==> config.mk <==
export PLATFORM = sky130hd
export DESIGN_NAME = calc_sequencer_flat
export DESIGN_NICKNAME = d
export VERILOG_FILES = /design/src/rtl/calc_sequencer_if.sv /design/src/rtl/calc_sequencer.sv /design/src/flat_wrapper.sv
export SDC_FILE = /design/constraint.sdc
export NUM_CORES = 1
export LEC_CHECK = 0
export BUFFER_PORTS_ARGS = -buffer_cell sky130_fd_sc_hd__buf_2
export CAP_MARGIN = 10
export CORE_MARGIN = 2
export CORE_UTILIZATION = 59
export CTS_CLUSTER_SIZE = 25
export DETAILED_ROUTE_END_ITERATION = 6
export PLACE_DENSITY = 0.9
export SLEW_MARGIN = 10
export SYNTH_ARGS = -nofsm -noshare
export SYNTH_HDL_FRONTEND = slang
export SYNTH_SLANG_ARGS = --single-unit
==> constraint.sdc <==
create_clock -name clk -period 4.1 [get_ports clk]
set_input_delay 0.82 -clock clk [delete_from_list [all_inputs] [get_ports clk]]
set_output_delay 0.82 -clock clk [all_outputs]
set_load 0.05 [all_outputs]
==> src/rtl/calc_sequencer_if.sv <==
// Program-ROM and ALU connection bundle for the calculator sequencer.
// The sequencer is the master; the ROM/ALU side is the slave.
interface calc_sequencer_if #(
  parameter int PC_W = 6
);
  logic [PC_W-1:0] prog_addr;
  logic [17:0]     prog_data;
  logic [7:0]      alu_a;
  logic [7:0]      alu_b;
  logic [3:0]      alu_sel;
  logic [7:0]      alu_y;
  logic            alu_cout;

  modport master (
    output prog_addr, alu_a, alu_b, alu_sel,
    input  prog_data, alu_y, alu_cout
  );

  modport slave (
    input  prog_addr, alu_a, alu_b, alu_sel,
    output prog_data, alu_y, alu_cout
  );
endinterface

==> src/rtl/calc_sequencer.sv <==
// Three-cycle fetch/decode/execute sequencer with a 4x8 register file,
// carry/zero flags and conditional branches, driving an external 8-bit ALU.
module calc_sequencer #(
  parameter int PC_W  = 6,
  parameter int NREGS = 4
) (
  input  logic              clk,
  input  logic              reset,
  input  logic              start,
  calc_sequencer_if.master  bus,
  output logic              busy,
  output logic              done,
  output logic              carry_flag,
  output logic              zero_flag,
  input  logic [1:0]        dbg_sel,
  output logic [7:0]        dbg_data
);

  typedef enum logic [2:0] {
    S_IDLE,
    S_FETCH,
    S_DECODE,
    S_EXEC,
    S_HALTED
  } state_t;

  state_t          r_state;
  state_t          w_state_next;
  logic [PC_W-1:0] r_pc;
  logic [PC_W-1:0] w_pc_next;
  logic [PC_W-1:0] w_pc_inc;
  logic [PC_W-1:0] w_target;
  logic [17:0]     r_ir;
  logic [7:0]      r_regs [NREGS];
  logic            r_c;
  logic            r_z;
  logic            r_done;

  logic [1:0]      w_class;
  logic [3:0]      w_sel;
  logic [1:0]      w_rd;
  logic [1:0]      w_rs;
  logic [7:0]      w_imm;
  logic [7:0]      w_op_a;
  logic [7:0]      w_op_b;
  logic            w_taken;
  logic            w_reg_we;
  logic            w_done_next;
  logic [7:0]      w_alu_a;
  logic [7:0]      w_alu_b;
  logic [3:0]      w_alu_sel;

  assign w_class  = r_ir[17:16];
  assign w_sel    = r_ir[15:12];
  assign w_rd     = r_ir[11:10];
  assign w_rs     = r_ir[9:8];
  assign w_imm    = r_ir[7:0];
  assign w_op_a   = r_regs[w_rd];
  assign w_op_b   = (w_class == 2'b00) ? r_regs[w_rs] : w_imm;
  assign w_pc_inc = r_pc + PC_W'(1);
  assign w_target = w_imm[PC_W-1:0];

  // Branch condition uses only the low two bits of the cond field.
  always_comb begin
    w_taken = 1'b0;
    unique case (w_sel[1:0])
      2'b00: w_taken = 1'b1;
      2'b01: w_taken = r_c;
      2'b10: w_taken = r_z;
      2'b11: w_taken = ~r_z;
      default: w_taken = 1'b0;
    endcase
  end

  always_comb begin
    w_state_next = r_state;
    w_pc_next    = r_pc;
    w_reg_we     = 1'b0;
    w_done_next  = 1'b0;
    w_alu_a      = 8'd0;
    w_alu_b      = 8'd0;
    w_alu_sel    = 4'd0;
    unique case (r_state)
      S_IDLE, S_HALTED: begin
        if (start) begin
          w_state_next = S_FETCH;
          w_pc_next    = '0;
        end
      end
      S_FETCH:  w_state_next = S_DECODE;
      S_DECODE: w_state_next = S_EXEC;
      S_EXEC: begin
        unique case (w_class)
          2'b00, 2'b01: begin
            w_alu_a      = w_op_a;
            w_alu_b      = w_op_b;
            w_alu_sel    = w_sel;
            w_reg_we     = 1'b1;
            w_pc_next    = w_pc_inc;
            w_state_next = S_FETCH;
          end
          2'b10: begin
            w_pc_next    = w_taken ? w_target : w_pc_inc;
            w_state_next = S_FETCH;
          end
          default: begin
            w_state_next = S_HALTED;
            w_done_next  = 1'b1;
          end
        endcase
      end
      default: w_state_next = S_IDLE;
    endcase
  end

  always_ff @(posedge clk) begin
    if (reset) begin
      r_state <= S_IDLE;
      r_pc    <= '0;
      r_ir    <= '0;
      r_c     <= 1'b0;
      r_z     <= 1'b0;
      r_done  <= 1'b0;
      for (int i = 0; i < NREGS; i++) begin
        r_regs[i] <= 8'd0;
      end
    end else begin
      r_state <= w_state_next;
      r_pc    <= w_pc_next;
      r_done  <= w_done_next;
      if (r_state == S_DECODE) begin
        r_ir <= bus.prog_data;
      end
      if (w_reg_we) begin
        r_regs[w_rd] <= bus.alu_y;
        r_c          <= bus.alu_cout;
        r_z          <= (bus.alu_y == 8'd0);
      end
    end
  end

  assign bus.prog_addr = r_pc;
  assign bus.alu_a     = w_alu_a;
  assign bus.alu_b     = w_alu_b;
  assign bus.alu_sel   = w_alu_sel;

  assign busy       = (r_state == S_FETCH) || (r_state == S_DECODE) || (r_state == S_EXEC);
  assign done       = r_done;
  assign carry_flag = r_c;
  assign zero_flag  = r_z;
  assign dbg_data   = r_regs[dbg_sel];

endmodule

==> src/flat_wrapper.sv <==
// flat-port wrapper written by rule: the top's interface ports become plain ports
module calc_sequencer_flat 
#(
  parameter int PC_W  = 6,
  parameter int NREGS = 4
)
  (clk, reset, start, busy, done, carry_flag, zero_flag, dbg_sel, dbg_data, bus_prog_addr, bus_alu_a, bus_alu_b, bus_alu_sel, bus_prog_data, bus_alu_y, bus_alu_cout);
  calc_sequencer_if #(.PC_W(PC_W)) bus_i ();
  input  logic clk;
  input  logic reset;
  input  logic start;
  output logic busy;
  output logic done;
  output logic carry_flag;
  output logic zero_flag;
  input  logic [1:0] dbg_sel;
  output logic [7:0] dbg_data;
  output wire logic [$bits(bus_i.prog_addr)-1:0] bus_prog_addr;
  output wire logic [$bits(bus_i.alu_a)-1:0] bus_alu_a;
  output wire logic [$bits(bus_i.alu_b)-1:0] bus_alu_b;
  output wire logic [$bits(bus_i.alu_sel)-1:0] bus_alu_sel;
  input wire logic [$bits(bus_i.prog_data)-1:0] bus_prog_data;
  input wire logic [$bits(bus_i.alu_y)-1:0] bus_alu_y;
  input wire logic [$bits(bus_i.alu_cout)-1:0] bus_alu_cout;
  assign bus_prog_addr = bus_i.prog_addr;
  assign bus_alu_a = bus_i.alu_a;
  assign bus_alu_b = bus_i.alu_b;
  assign bus_alu_sel = bus_i.alu_sel;
  assign bus_i.prog_data = bus_prog_data;
  assign bus_i.alu_y = bus_alu_y;
  assign bus_i.alu_cout = bus_alu_cout;
  calc_sequencer #(.PC_W(PC_W), .NREGS(NREGS)) u_core (.clk(clk), .reset(reset), .start(start), .bus(bus_i), .busy(busy), .done(done), .carry_flag(carry_flag), .zero_flag(zero_flag), .dbg_sel(dbg_sel), .dbg_data(dbg_data));
endmodule
# Yosys cells after proc, flatten, opt, wreduce, memory -nomap -nowiden
# Memory sizes are Yosys's and may differ from the RTL's. A register that Yosys moved wholly into a read port is not among the register bits.
# Index checks and enable logic that the tools add are counted.
[totals]
register_bits = 30
ramBits = 32
in_bits = 32
output_inout_bits = 38
wordCells = 64
memories = 1
[mem_list]
columns = ["memory", "words", "word_bits", "rd", "rd_clocked_by_memory_dff", "write_ports", "line_no", "text"]
rows = [
  ["u_core.r_regs", 4, 8, 3, 2, 4, "calc_sequencer.sv:34", "logic [7:0] r_regs [NREGS];"],
]
[op_classes]
addsub = 1
n_eq_ne = 11
muxes = 30
n_bitwise = 2
reduce_logical = 13
[op_table]
columns = ["cell", "n"]
rows = [
  ["two-way mux 8 bit", 6],
  ["case mux 6 bit (2 select lines)", 2],
  ["two-way mux 6 bit", 2],
  ["case mux 3 bit (4 select lines)", 1],
  ["two-way mux 2 bit", 5],
  ["two-way mux 1 bit", 9],
  ["zero test 8 bit", 1],
  ["two-way mux 4 bit", 2],
  ["OR reduction 8 bit", 1],
  ["adder 6 x 1 -> 6 bit (second input constant)", 1],
  ["equality test 2 bit (second input constant)", 3],
  ["equality test 3 x 2 -> 1 bit (second input constant)", 2],
  ["two-way mux 3 bit", 2],
  ["OR reduction 2 bit", 3],
  ["equality test 2 x 1 -> 1 bit (second input constant)", 2],
  ["zero test 2 bit", 2],
  ["case mux 1 bit (4 select lines)", 1],
  ["equality test 3 x 1 -> 1 bit (second input constant)", 1],
  ["equality test 3 bit (second input constant)", 1],
  ["zero test 3 bit", 1],
  ["inequality test 3 bit (second input constant)", 1],
  ["AND reduction 3 bit", 1],
  ["OR reduction 3 bit", 1],
  ["logical OR 1 bit", 2],
  ["other kinds (3)", 4],
]

# Depth between registers and ports, before layout
[depth]
word_depth = 9
depth_mapped = 7
mapped_depth_nobuf = 5

# Worst setup path before layout
# OpenSTA, ideal clock, no wires.
[synth_timing]
path_type = "register -> output"
start = "reg u_core.r_ir[17]"
end = "out bus_alu_b[0]"
arrival_ns = 1.812
t_required_ns = 3.280
slack_ns = 1.468
stages_incl_launch_ff = 5
n_path_buf = 2
path_cell_list = "dfxtp_1 -> buf_2 -> or3_1 -> clkbuf_1 -> a21oi_1"
[synth_via]
elab_chain_len = 4
word_cells_on_any_way = 6
classes_between = "1 x eq/ne; 3 x mux; 2 x reduce/logical"
[synth_rtl]
columns = ["item", "line_no", "text"]
rows = [
  ["start: declaration", "calc_sequencer.sv:33", "logic [17:0] r_ir;"],
  ["start signal: assignment", "calc_sequencer.sv:132", "r_ir <= bus.prog_data;"],
  ["equality test 2 x 1 -> 1 bit / zero test 2 bit (equally long branches)", "calc_sequencer.sv:93, calc_sequencer.sv:59", ""],
  ["OR reduction 2 bit / two-way mux 8 bit (equally long branches)", "--", ""],
  ["two-way mux 8 bit *", "calc_sequencer.sv:93", "unique case (w_class)"],
  ["two-way mux 8 bit *", "calc_sequencer.sv:83", "unique case (r_state)"],
  ["end: declaration", "flat_wrapper.sv:20", "output wire logic [$bits(bus_i.alu_b)-1:0] bus_alu_b;"],
]
# Mark *: on every way between the ends. The rest lies on a longest branch, timed or not.

# Worst setup path in the final report
[layout_timing]
start = "reg u_core.r_state[0]"
end = "out bus_alu_a[5]"
[layout_via]
elab_chain_len = 2
[layout_rtl]
columns = ["item", "line_no", "text"]
rows = [
  ["start: declaration", "calc_sequencer.sv:27", "state_t r_state;"],
  ["start signal: assignment", "calc_sequencer.sv:128", "r_state <= w_state_next;"],
  ["equality test 3 x 2 -> 1 bit", "calc_sequencer.sv:83", ""],
  ["two-way mux 8 bit", "calc_sequencer.sv:83", ""],
  ["end: declaration", "flat_wrapper.sv:19", "output wire logic [$bits(bus_i.alu_a)-1:0] bus_alu_a;"],
]
# No other way between the ends.

==> results list <==
- After clock tree synthesis, the clock-pin slew on the worst setup and hold paths is 70 ps.
- The repair_antennas step left the layout with diodes totalling 0.
- Summing internal, switching and leakage power gives 1.91 mW.
- Kind of path behind the tightest hold check: register to register
- Multiplexer share of the synthesized area: 0.170
- At the end of the flow, the number of nets in the layout was 405.
- TritonCTS built the clock tree.
* Port Buf Inserts: 69
* Fraction of final layout cells sized beyond drive strength 1: 0.321
- The largest total area in the synthesized netlist belongs to sky130_fd_sc_hd__edfxtp_1.
* Most frequent cells in the layout: sky130_fd_sc_hd__buf_2, sky130_fd_sc_hd__nand2_1, sky130_fd_sc_hd__and2_1
- Reg-to-reg setup timing slack: 1780 ps
- Max Clock Freq: 323 MHz
- The flow ran to the end, and the final reports show no timing, DRC or antenna violations.
* Worst-path fanout max: 9
- Horizontal extent of the die: 80.1 µm
* Count of unique library cells instantiated by Yosys: 43
- Of the total power, combinational logic draws 0.211.
- The critical path is of the register to primary output type.
* Routability-driven placement congestion ratio: 0.854
* Buffer levels on the longest clock path: 2
* Area used by multi-input combinational logic: 1670 µm²
- Most frequent standard cell in the layout excluding fill and tap cells: sky130_fd_sc_hd__buf_2
- Post-CTS setup-driven buffer insertion count: 0
* Number of flops mapped to enable cells by yosys: 32
* Post-synthesis net count: 343
* Number of synthesized register bits: 66
- The die covers 6410 µm².
- Headroom to the max-slew limit came out at 0.390.
- Relative to the synthesized area, the layout overhead comes to 17.4%.
- IR drop worst, VDD: 0.309 mV
- For this configuration, the core starts out at a cell density of 0.617.
- Row Count: 27
- Dominant combinational cell family by area after synthesis: simple AND/OR/NAND/NOR gates
* Simple-gate portion of the synthesized area: 0.229
* Syn. warnings: 0
- Post-synthesis cell count: 310
- Detail Route Antenna Nets: 0
* CTS hold repair buffers: 0
- For this run, the leading register cell type out of synthesis is sky130_fd_sc_hd__dfxtp_1.
- Power density over the cells: 475 nW/µm²
- At the pin with the least slew margin, the transition time is 909 ps.
- Min Clock Period, post-route: 3090 ps
* R2r endpoint: u_core.r_regs[1][0]
- The critical path goes through nand2_2 > nor3_1 > buf_4 > and2_1 > buf_2.
- Standby leakage power: 1.59 nW
- The number of clock buffers added by TritonCTS is 9.
- Compound-Gate Fraction of Synth Area: 0.0832
- For this run, design rule violations remaining after detail routing come to 0.
- Storage element area: 1640 µm²
- Summed over all layers, the routed wires come to 8450 µm.
- Sequential fraction of design power: 0.442
- Endpoint type of the worst setup path: primary output
- Antenna violations before repair: 0
- Data required time of the worst path: 3280 ps
- Final Hold Fails: 0
- Pin count of the biggest net entering global routing: 30
* I/O pin count: 70
- Vias in the first global route: 2579
- Design internal power: 1.31 mW
* Half-perimeter wire length after placement: 6100 µm
- Aggregate global routing overflow: 0
- Clock tree synthesis found a total of 66 sinks.
- The tree is rooted in a sky130_fd_sc_hd__clkbuf_8.
- Sorting the synthesized cells by area gives the leading types as sky130_fd_sc_hd__edfxtp_1, sky130_fd_sc_hd__dfxtp_1, sky130_fd_sc_hd__mux4_2, sky130_fd_sc_hd__and2_1, sky130_fd_sc_hd__nand2_1.
- Setup violations remaining at the end of the flow were counted as 0.
- Clock power frac: 0.347
- Non-filler instance count after layout: 449
- For the final database, setup skew stands at 10.1 ps.
- For the final routed database, the setup TNS stands at 0 ps.
* First-pass detailed-route iteration total: 5
* Final Slew Violations: 0
- In the routed layout, each cell is associated on average with a via count of 6.07.
* Proportion of synthesized flip-flops having asynchronous set or reset: 0
- Post-Syn Area: 3420 µm²
- Number of cells after detailed placement: 433
* Critical path startpoint category: register
* Worst path slowest cell: sky130_fd_sc_hd__nor3_1
* Area share of fa/ha/maj cells after synthesis: 0.00366
* Share of the synthesized area in the top cell type: 0.281
* Count of H-tree levels built during CTS: 3
* Average footprint of a synthesized cell: 11.0 µm²
* Number of gates resized after CTS: 0
* Crit Reg-Reg Startpoint: u_core.r_state[0]
- The tool flagged a number of max-cap violations equal to 0.
- Of the total power, the share spent switching nets is 0.315.
- Number of cells on the worst hold path: 2
- RSZ-0062 raised after global routing: false
- Clock latency on the worst-skew pair, taken at its later pin, is 360 ps.
- Depth of the most critical reg-to-reg path: 4
- The analysis attributes to net switching a power of 599 µW.
- For hold timing, the worst endpoint is u_core.r_ir[15].
- Delay of the slowest cell on the worst path: 570 ps
- Launch instance of the worst min-delay path: u_core.r_ir[15]
* Initial drt markers: 160
- In the global route stage, overall resource usage came out at 0.277.
- STA puts the critical path data arrival time at 2270 ps.
* Final worst path period share: 0.754
- Of the total synthesized cell area, the portion taken by XOR and XNOR cells is 0.00256.
- Sequential fraction of the synthesis area: 0.481
- First-pass GRT wire length: 13100 µm
- In this run the standard cell core region covers 5540 µm².
- Fill cell instance count of the final layout: 396
- Total number of vias: 2725
* Die Ht: 80.1 µm
- Routed wire per std cell: 18.8 µm
layout make-up:
| cell class | instances | area share |
|---|---|---|
| Timing Repair Buffer | 70 | 0.0880 |
| Tap cell | 72 | 0.0225 |
| Multi-Input combinational cell | 220 | 0.415 |
| Clock inverter | 7 | 0.0293 |
| Inverter | 5 | 0.00468 |
| Clock buffer | 9 | 0.0309 |
| Sequential cell | 66 | 0.409 |
power groups by stage:
stage / Clock, mW / Sequential (mW) / Combinational [mW]
floorplan: 0 / 0.802 / 0.349
global placement: 0 / 0.846 / 0.388
detailed placement: 0 / 0.852 / 0.399
CTS: 0.663 / 0.839 / 0.401
global route: 0.690 / 0.849 / 0.435
finish: 0.661 / 0.841 / 0.403
how the worst max path moves through the flow:
stage	start	to	slack, ps	cells after the start
4_1_cts	u_core.r_state[0]	bus_alu_a[5]	1010	5
5_1_grt	u_core.r_state[0]	bus_alu_sel[3]	880	5
2_1_floorplan	u_core.r_ir[17]	bus_alu_b[0]	1470	4
6_report	u_core.r_state[0]	bus_alu_a[5]	1010	5
3_3_place_gp	reset	u_core.r_regs[1][1]	1310	4
3_5_place_dp	reset	u_core.r_regs[1][0]	1240	4
worst max-delay path: cells and delay by family, from the launching register on:
family | cells | cell delay [ps]
AND/OR/NAND/NOR | 3 | 840
flip-flops | 1 | 520
buffers and inverters | 2 | 540
routing by layer:
layer	vias up	track usage	part of all wire	wire (µm)
li1	1245	-	-	-
met1	1283	0.348	0.37	3140
met2	177	0.448	0.51	4320
met3	20	0.0629	0.093	784
met4	0	0.147	0.024	206
met5	-	0	0	0
per-stage QoR:
step | cell area (µm²) | util | setup WS (ps) | hold slack, ps
detailed placement | 3770 | 0.680 | 1240 | 446
global placement | 3770 | 0.680 | 1310 | 441
CTS | 4010 | 0.724 | 1010 | 455
finish | 4010 | 0.724 | 1010 | 452
global route | 4010 | 0.724 | 877 | 494
floorplan | 3420 | - | 1470 | 432
cells in the mapped netlist, types with 2 or more instances:
master	n
sky130_fd_sc_hd__nand2_1	59
sky130_fd_sc_hd__and2_1	44
sky130_fd_sc_hd__dfxtp_1	34
sky130_fd_sc_hd__edfxtp_1	32
sky130_fd_sc_hd__a21oi_1	30
sky130_fd_sc_hd__mux4_2	24
sky130_fd_sc_hd__clkbuf_1	10
sky130_fd_sc_hd__nor2_1	9
sky130_fd_sc_hd__nand3_1	6
sky130_fd_sc_hd__buf_2	5
sky130_fd_sc_hd__a31oi_1	4
sky130_fd_sc_hd__inv_1	4
sky130_fd_sc_hd__mux2i_1	4
sky130_fd_sc_hd__nand2b_1	4
sky130_fd_sc_hd__nor2b_1	3
sky130_fd_sc_hd__nor3_1	3
sky130_fd_sc_hd__o22ai_1	3
sky130_fd_sc_hd__or2_2	3
sky130_fd_sc_hd__buf_1	2
sky130_fd_sc_hd__nor4_1	2
sky130_fd_sc_hd__nor4b_4	2
sky130_fd_sc_hd__or3_1	2
state kept, by name (all words and copies together), names as in the netlist, named ones only:
signal,flops
u_core.r_regs,32
u_core.r_ir,18
u_core.bus.prog_addr,6
u_core.r_state,3
u_core.carry_flag,1
u_core.done,1
u_core.zero_flag,1
logic make-up after synthesis:
logic type	after synthesis
xor gates and xnor gates	1
DFF	66
AOI/OAI and AO/OA	46
buffers and inverters	24
and+or+nand+nor	144
muxes	28
adders and majority gates	1
Power figures use the tool's default switching activity.
